`src/rtl/pipeline_ctrl_pkg.sv`:
```
// Shared pipeline-control types: redirect FSM encoding and default widths.
package pipeline_ctrl_pkg;

  typedef enum logic [1:0] {
    REDIR_IDLE,
    REDIR_REQ,
    REDIR_FLUSH
  } redir_state_t;

  localparam int unsigned ADDR_W_DEFAULT = 32;

endpackage : pipeline_ctrl_pkg

```
`src/rtl/sat_counter.sv`:
```
// Saturating up-counter with synchronous clear; holds at all-ones.
module sat_counter #(
  parameter int unsigned W = 16
) (
  input  logic         clk,
  input  logic         clr,
  input  logic         inc,
  output logic [W-1:0] count
);

  logic [W-1:0] count_q;
  logic [W-1:0] count_d;

  // Next count: increment unless already saturated.
  always_comb begin
    count_d = count_q;
    if (inc && (count_q != '1)) begin
      count_d = count_q + W'(1);
    end
  end

  // Count register with synchronous clear.
  always_ff @(posedge clk) begin
    if (clr) begin
      count_q <= '0;
    end else begin
      count_q <= count_d;
    end
  end

  assign count = count_q;

endmodule : sat_counter

```
`src/rtl/branch_redirect_unit.sv`:
```
// Turns the execute-stage branch decision into a held fetch redirect plus a
// fixed-length Decode/Execute flush, and counts accepted and dropped redirects.
module branch_redirect_unit
  import pipeline_ctrl_pkg::*;
#(
  parameter int unsigned ADDR_W       = ADDR_W_DEFAULT,
  parameter int unsigned FLUSH_CYCLES = 2,
  parameter int unsigned CNT_W        = 16
) (
  input  logic              clk,
  input  logic              rst,
  input  logic              BranchTakenE,
  input  logic              PCSrcECU,
  input  logic [ADDR_W-1:0] BranchTargetE,
  input  logic [ADDR_W-1:0] ALUResultE,
  input  logic              InstrReadyF,
  output logic              PCRedirectF,
  output logic [ADDR_W-1:0] PCTargetF,
  output logic              StallF,
  output logic              FlushD,
  output logic              FlushE,
  output logic              Busy,
  output logic [CNT_W-1:0]  RedirectCount,
  output logic [CNT_W-1:0]  DroppedCount
);

  localparam int unsigned FC_W = (FLUSH_CYCLES > 1) ? $clog2(FLUSH_CYCLES) : 1;

  redir_state_t      state_q, state_d;
  logic [ADDR_W-1:0] target_q, target_d;
  logic [FC_W-1:0]   flush_cnt_q, flush_cnt_d;
  logic              redirect_inc;
  logic              dropped_inc;
  logic              ev;

  assign ev = BranchTakenE | PCSrcECU;

  // State, latched target and flush down-counter registers.
  always_ff @(posedge clk) begin
    if (rst) begin
      state_q     <= REDIR_IDLE;
      target_q    <= '0;
      flush_cnt_q <= '0;
    end else begin
      state_q     <= state_d;
      target_q    <= target_d;
      flush_cnt_q <= flush_cnt_d;
    end
  end

  // Next-state logic; events arriving outside IDLE are counted as dropped.
  always_comb begin
    state_d      = state_q;
    target_d     = target_q;
    flush_cnt_d  = flush_cnt_q;
    redirect_inc = 1'b0;
    dropped_inc  = 1'b0;
    unique case (state_q)
      REDIR_IDLE: begin
        if (ev) begin
          target_d = PCSrcECU ? ALUResultE : BranchTargetE;
          state_d  = REDIR_REQ;
        end
      end
      REDIR_REQ: begin
        dropped_inc = ev;
        if (InstrReadyF) begin
          redirect_inc = 1'b1;
          if (FLUSH_CYCLES == 1) begin
            state_d = REDIR_IDLE;
          end else begin
            state_d     = REDIR_FLUSH;
            flush_cnt_d = FC_W'(FLUSH_CYCLES - 1);
          end
        end
      end
      REDIR_FLUSH: begin
        dropped_inc = ev;
        flush_cnt_d = flush_cnt_q - FC_W'(1);
        if (flush_cnt_q <= FC_W'(1)) begin
          state_d = REDIR_IDLE;
        end
      end
      default: begin
        state_d = REDIR_IDLE;
      end
    endcase
  end

  // Outputs decoded from state; StallF is the only input-dependent output.
  always_comb begin
    PCRedirectF = (state_q == REDIR_REQ);
    StallF      = (state_q == REDIR_REQ) && !InstrReadyF;
    FlushD      = (state_q != REDIR_IDLE);
    FlushE      = (state_q != REDIR_IDLE);
    Busy        = (state_q != REDIR_IDLE);
    PCTargetF   = target_q;
  end

  sat_counter #(
    .W (CNT_W)
  ) u_redirect_cnt (
    .clk   (clk),
    .clr   (rst),
    .inc   (redirect_inc),
    .count (RedirectCount)
  );

  sat_counter #(
    .W (CNT_W)
  ) u_dropped_cnt (
    .clk   (clk),
    .clr   (rst),
    .inc   (dropped_inc),
    .count (DroppedCount)
  );

endmodule : branch_redirect_unit
```
`config.mk`:
```
export PLATFORM = sky130hd
export DESIGN_NAME = branch_redirect_unit
export DESIGN_NICKNAME = d
export VERILOG_FILES = /design/src/rtl/pipeline_ctrl_pkg.sv /design/src/rtl/sat_counter.sv /design/src/rtl/branch_redirect_unit.sv
export SDC_FILE = /design/constraint.sdc
export NUM_CORES = 1
export LEC_CHECK = 0
export BUFFER_PORTS_ARGS = -buffer_cell sky130_fd_sc_hd__buf_4
export CAP_MARGIN = 20
export CORE_MARGIN = 2
export CORE_UTILIZATION = 40
export DETAILED_ROUTE_END_ITERATION = 10
export GPL_TIMING_DRIVEN = 0
export PLACE_DENSITY = 0.69
export SLEW_MARGIN = 20
export SYNTH_ARGS = -nofsm -noshare
export SYNTH_HDL_FRONTEND = slang
export SYNTH_SLANG_ARGS = --single-unit
```
`constraint.sdc`:
```
create_clock -name clk -period 2.3 [get_ports clk]
set_clock_uncertainty 0.1 [all_clocks]
set_input_delay 0.23 -clock clk [delete_from_list [all_inputs] [get_ports clk]]
set_output_delay 0.23 -clock clk [all_outputs]
set_load 0.01 [all_outputs]
```
# Word level (Yosys, flattened, before mapping)
# Cells that the tools add are included.
[word_totals]
register_bits = 67
latchBits = 0
ramBits = 0
mem_bits_ro = 0
in_bits = 69
word_cells = 38
mem_count = 0
[op_classes]
add_sub_neg = 3
mul = 0
div_mod_pow = 0
order_cmp = 1
n_eq_ne = 7
n_shift = 0
muxes = 10
bitwise_logic = 1
reduce_logical = 11
[ops]
columns = ["op", "n"]
rows = [
  ["adder 16 x 1 -> 16 bit (second input constant)", 2],
  ["2-to-1 mux 32 bit", 1],
  ["!= test 16 bit (second input constant)", 2],
  ["2-to-1 mux 2 bit", 3],
  ["!= test 2 bit (second input constant)", 3],
  ["case mux 2 bit (3 select lines)", 1],
  ["2-to-1 mux 1 bit", 4],
  ["AND reduction 2 bit", 2],
  ["nonzero test 2 bit", 2],
  ["logical AND 1 bit", 3],
  ["AND reduction 3 bit", 1],
  ["equality test 2 x 1 -> 1 bit (second input constant)", 1],
  ["equality test 2 bit (second input constant)", 1],
  ["zero test 2 bit", 1],
  ["case mux 1 bit (2 select lines)", 1],
  ["OR reduction 2 bit", 1],
  ["<= comparator 1 bit (second input constant)", 1],
  ["zero test 1 bit", 1],
  ["OR 1 bit", 1],
  ["subtractor 1 bit (second input constant)", 1],
]

# Depth between registers and ports, before layout
[logic_depth]
ltp_word = 4
mapped_depth = 7
depth_no_buf = 6

# Modules after synthesis
# Synthesis repeated with hierarchy kept, for this count alone.
[hier_totals]
cells_unflattened = 363
hier_area_um2 = 3507.1
[by_module_without_submodules]
columns = ["mod", "n_inst", "cells_per_inst", "area_each_um2", "seq_area_each_um2"]
rows = [
  ["branch_redirect_unit", 1, 165, 1810.5, 680.7],
  ["sat_counter", 2, 99, 848.3, 320.3],
]

# Worst setup path before layout
# No wires, ideal clock.
[synth_timing]
path_type = "reg-to-reg"
from = "register u_dropped_cnt.count_q[0], in the netlist u_dropped_cnt.count[0]"
to = "register u_dropped_cnt.count_q[14], in the netlist u_dropped_cnt.count[14]"
setup_time_ns = 0.070
arrival_time_ns = 1.790
t_required_ns = 2.130
path_slack_ns = 0.339
stages_incl_launch_ff = 6
period_less_slack_ns = 1.961
cell_sequence = "dfxtp_1 ha_1 nand3_2 or4_4 or4_1 a21oi_1"
[synth_between]
elab_chain_len = 2
word_cells_on_any_way = 3
classes_between = "add/sub (1); eq/ne (1); reduce/logical (1)"
[synth_rtl]
columns = ["element", "line_no", "rtl"]
rows = [
  ["start: declaration", "sat_counter.sv:11", "logic [W-1:0] count_q;"],
  ["start signal: assignment", "sat_counter.sv:27", "count_q <= count_d;"],
  ["parallel branches: the longest is 2 deep, another holds adder 16 x 1 -> 16 bit", "--", ""],
]
# Parallel ways; which one is timed is not known.
# A chain may end at the register's enable or synchronous reset.

# Worst setup path in the final report
[layout_timing]
from = "register state_q[0]"
to = "register u_dropped_cnt.count_q[14], in the netlist u_dropped_cnt.count[14]"
[layout_between]
elab_chain_len = 4
word_cells_on_any_way = 5
classes_between = "eq/ne (2); mux (1); reduce/logical (2)"
[layout_rtl]
columns = ["element", "line_no", "rtl"]
rows = [
  ["start: declaration", "branch_redirect_unit.sv:29", "redir_state_t state_q, state_d;"],
  ["start signal: assignment", "branch_redirect_unit.sv:45", "state_q <= state_d;"],
  ["equality test 2 x 1 -> 1 bit / equality test 2 bit (equally long branches)", "branch_redirect_unit.sv:58", "unique case (state_q)"],
  ["OR reduction 2 bit (no line) *", "--", ""],
  ["2-to-1 mux 1 bit *", "branch_redirect_unit.sv:58", ""],
  ["logical AND 1 bit *", "sat_counter.sv:17", "if (inc && (count_q != '1)) begin"],
]
# Every way passes the cells marked *; elsewhere a longest branch is shown, timed or not.

==> qor.yml <==
crit_path_cell_trace: "inv_1 > ha_1 > o21ai_0 > or4_4 > or4_1 > a21oi_1"
clkSinkCount: 66
critPathSlowestCell: "or4_4"
fillers: 733
final-hold-violation-count: 0
hold_buffers: 0
rsz0062_at_grt: "no"
post-route-util: 0.589
fmax_ghz: 0.483
hp-start: "rst"
path_max_fanout: 4
synth_cell_types: 39
worstSetupStartpointType: "register"
synth_top_area_share: 0.421
drv_cap: 0
clk_latency_ps: 340
drt-initial-drc-count: 85
setup_viol: 0
die_area_sq_um: 8580
synth_edf_count: 0
max_stage_delay_ps: 480
worstPathRequired_ps: 2470
cts_root_buffer: "clkbuf_8"
maxSlewHeadroom: 0.427
synth_nets: 425
antennaDiodeCount: 0
use_met3: 0.0602
period_needed_ps: 2070
synth.ff_latch_count: 66
regArea_sq_um: 1320
io_pins: 138
syn_area_per_cell_sq_um: 8.95
grt_pass1_wl_um: 14200
wirelength_um: 8700
critPathCaptureType: "register"
finalNetCount: 572
yosysMostFrequentCell: "dfxtp_1"
grt_usage: 0.206
drive_gt1_frac: 0.328
leakage_nw: 1.94
die_h_um: 92.6
met2_usage: 0.349
ant_nets: 0
hpwl_um: 6740
ys_seq_area_frac: 0.421
vias: 3190
cts_tree: "done"
yosysWarnings: 0
syn_to_final_growth_pct: 44.0
critPathLaunch: "state_q[0]$_SDFFE_PP0P_"
outcome: "finished clean"
period_share: 0.900
grt_max_degree: 12
drc_errors: 0
drt-pass1-iter-count: 4
die_w_um: 92.6
tightest_slew_ps: 853
synth_area_sq_um: 3140
antenna_found_initial: 0
io_buffers: 136
rows: 32
r2r_slack_ps: 230
start_util: 0.409
wl_per_cell_um: 14.4
synth.top_cells.by_count: "dfxtp_1, nor2_1, mux2i_1"
synth_flop_cell: "dfxtp_1"
power.density_nw_per_um2: 703
total_power_mw: 3.18
cpLargestDelayFamily: "simple AND/OR/NAND/NOR gates"
gp_congestion: 0.798
grt.met1_usage: 0.248
ir_drop_v: 0.000320
synth.area.top_cells: "dfxtp_1, mux2i_1, a211oi_1, nor2_1, a21oi_1"
hold_path.class: "in2reg"
numCtsBuffers: 9
clk_pin_slew_ps: 80
fin_ws_ps: 230
overflow: 0
crit_type: "reg2reg"
worstPathArrival_ps: 2240
crit_buf_inv: 1
grt_pass1_vias: 3017
multi_input_area_sq_um: 1710
core_region_area_sq_um: 7690
grt_busiest_layer: "met2"
r2r_start: "state_q[0]$_SDFFE_PP0P_"
htreeDepth: 3
netlist_instances: 351
slew_violations: 0
final.setup.tns_ps: 0
synthArstFlopShare: 0
synth_top_cell_by_area: "dfxtp_1"
via_per_inst: 5.27
clk_path_buf_depth: 2
dp_worst_setup_slack_ps: 88.4
==> kinds of logic (layout without fill, tap and decap cells) <==
family | count (synthesis) | in the layout | synth area share
compound gates | 91 | 91 | 0.186
buf+inv | 26 | 178 | 0.0358
flops | 66 | 66 | 0.421
simple gates | 125 | 125 | 0.217
fa+ha+maj | 5 | 5 | 0.0199
mux | 36 | 36 | 0.115
xor+xnor | 2 | 2 | 0.00558
==> metal layers <==
metal | up-vias | routed length (um) | share of wire
li1 | 1615 | - | -
met3 | 12 | 683 | 0.079
met4 | 0 | 122 | 0.014
met2 | 107 | 4320 | 0.50
met1 | 1456 | 3580 | 0.41
met5 | - | 0 | 0
==> timing repair <==
| action | 4_1_cts | 5_1_grt |
|---|---|---|
| gates resized for setup | 0 | 1 |
| buffers inserted | 0 | 0 |
| setup endpoints to repair | 0 | 20 |
==> placed cells by master (no fill, tap or decap), drive strengths merged, types with 4 or more instances in the layout <==
master and n:
buf 143, dfxtp 66, nor2 42, mux2i 35
a211oi 33, a21oi 28, clkbuf 24, nand2 13
o21ai 13, o31ai 12, or3 12, or4 12
nand4 9, nand3 9, nor3 6, inv 5
and3 5, ha 5, and4 4, nor4 4
nand2b 4
==> flip-flops by register name (all words and copies together), names as in the netlist <==
signal / cells
PCTargetF: 32
state_q: 2
u_dropped_cnt.count: 16
u_redirect_cnt.count: 16
==> path summary, 6_finish.rpt <==
path	endpoint	cells past startpoint
setup reg to reg	u_dropped_cnt.count[14]$_SDFFE_PP0P_	6
setup / recovery	u_dropped_cnt.count[14]$_SDFFE_PP0P_	6
hold reg to reg	PCTargetF[25]$_SDFFE_PP0P_	2
hold / removal	u_redirect_cnt.count[1]$_SDFFE_PP0P_	3
==> cell type report <==
class,instances,area share
clock buffers,10,0.0282
inverters,5,0.00415
well taps,102,0.0282
clock inverters,6,0.0232
flip-flops and latches,66,0.292
plain buffers,21,0.0207
repair buffers,136,0.226
multi-input cells,259,0.378
==> report_power, final <==
part           internal [mW]  switching (mW)  total [mW]
combinational          0.353           0.363       0.715
sequential              1.25          0.0629        1.31
clock                  0.715           0.439        1.15
total                   2.32           0.865        3.18
==> per-stage QoR <==
step	area, sq um	instances	hold WS [ps]
4_1_cts	4520	605	71.6
2_1_floorplan	3140	351	310
6_report	4530	605	78.2
3_3_place_gp	4290	589	379
3_5_place_dp	4290	589	386
5_1_grt	4530	605	78.4
==> worst register-to-register path: cells and delay by family, from the launching register on <==
family                     cells  cell delay, ps
buffers and inverters          1              70
adders and majority gates      1             290
DFF                            1             360
AOI/OAI and AO/OA              2             310
and+or+nand+nor                2             880
Power figures use the tool's default switching activity.
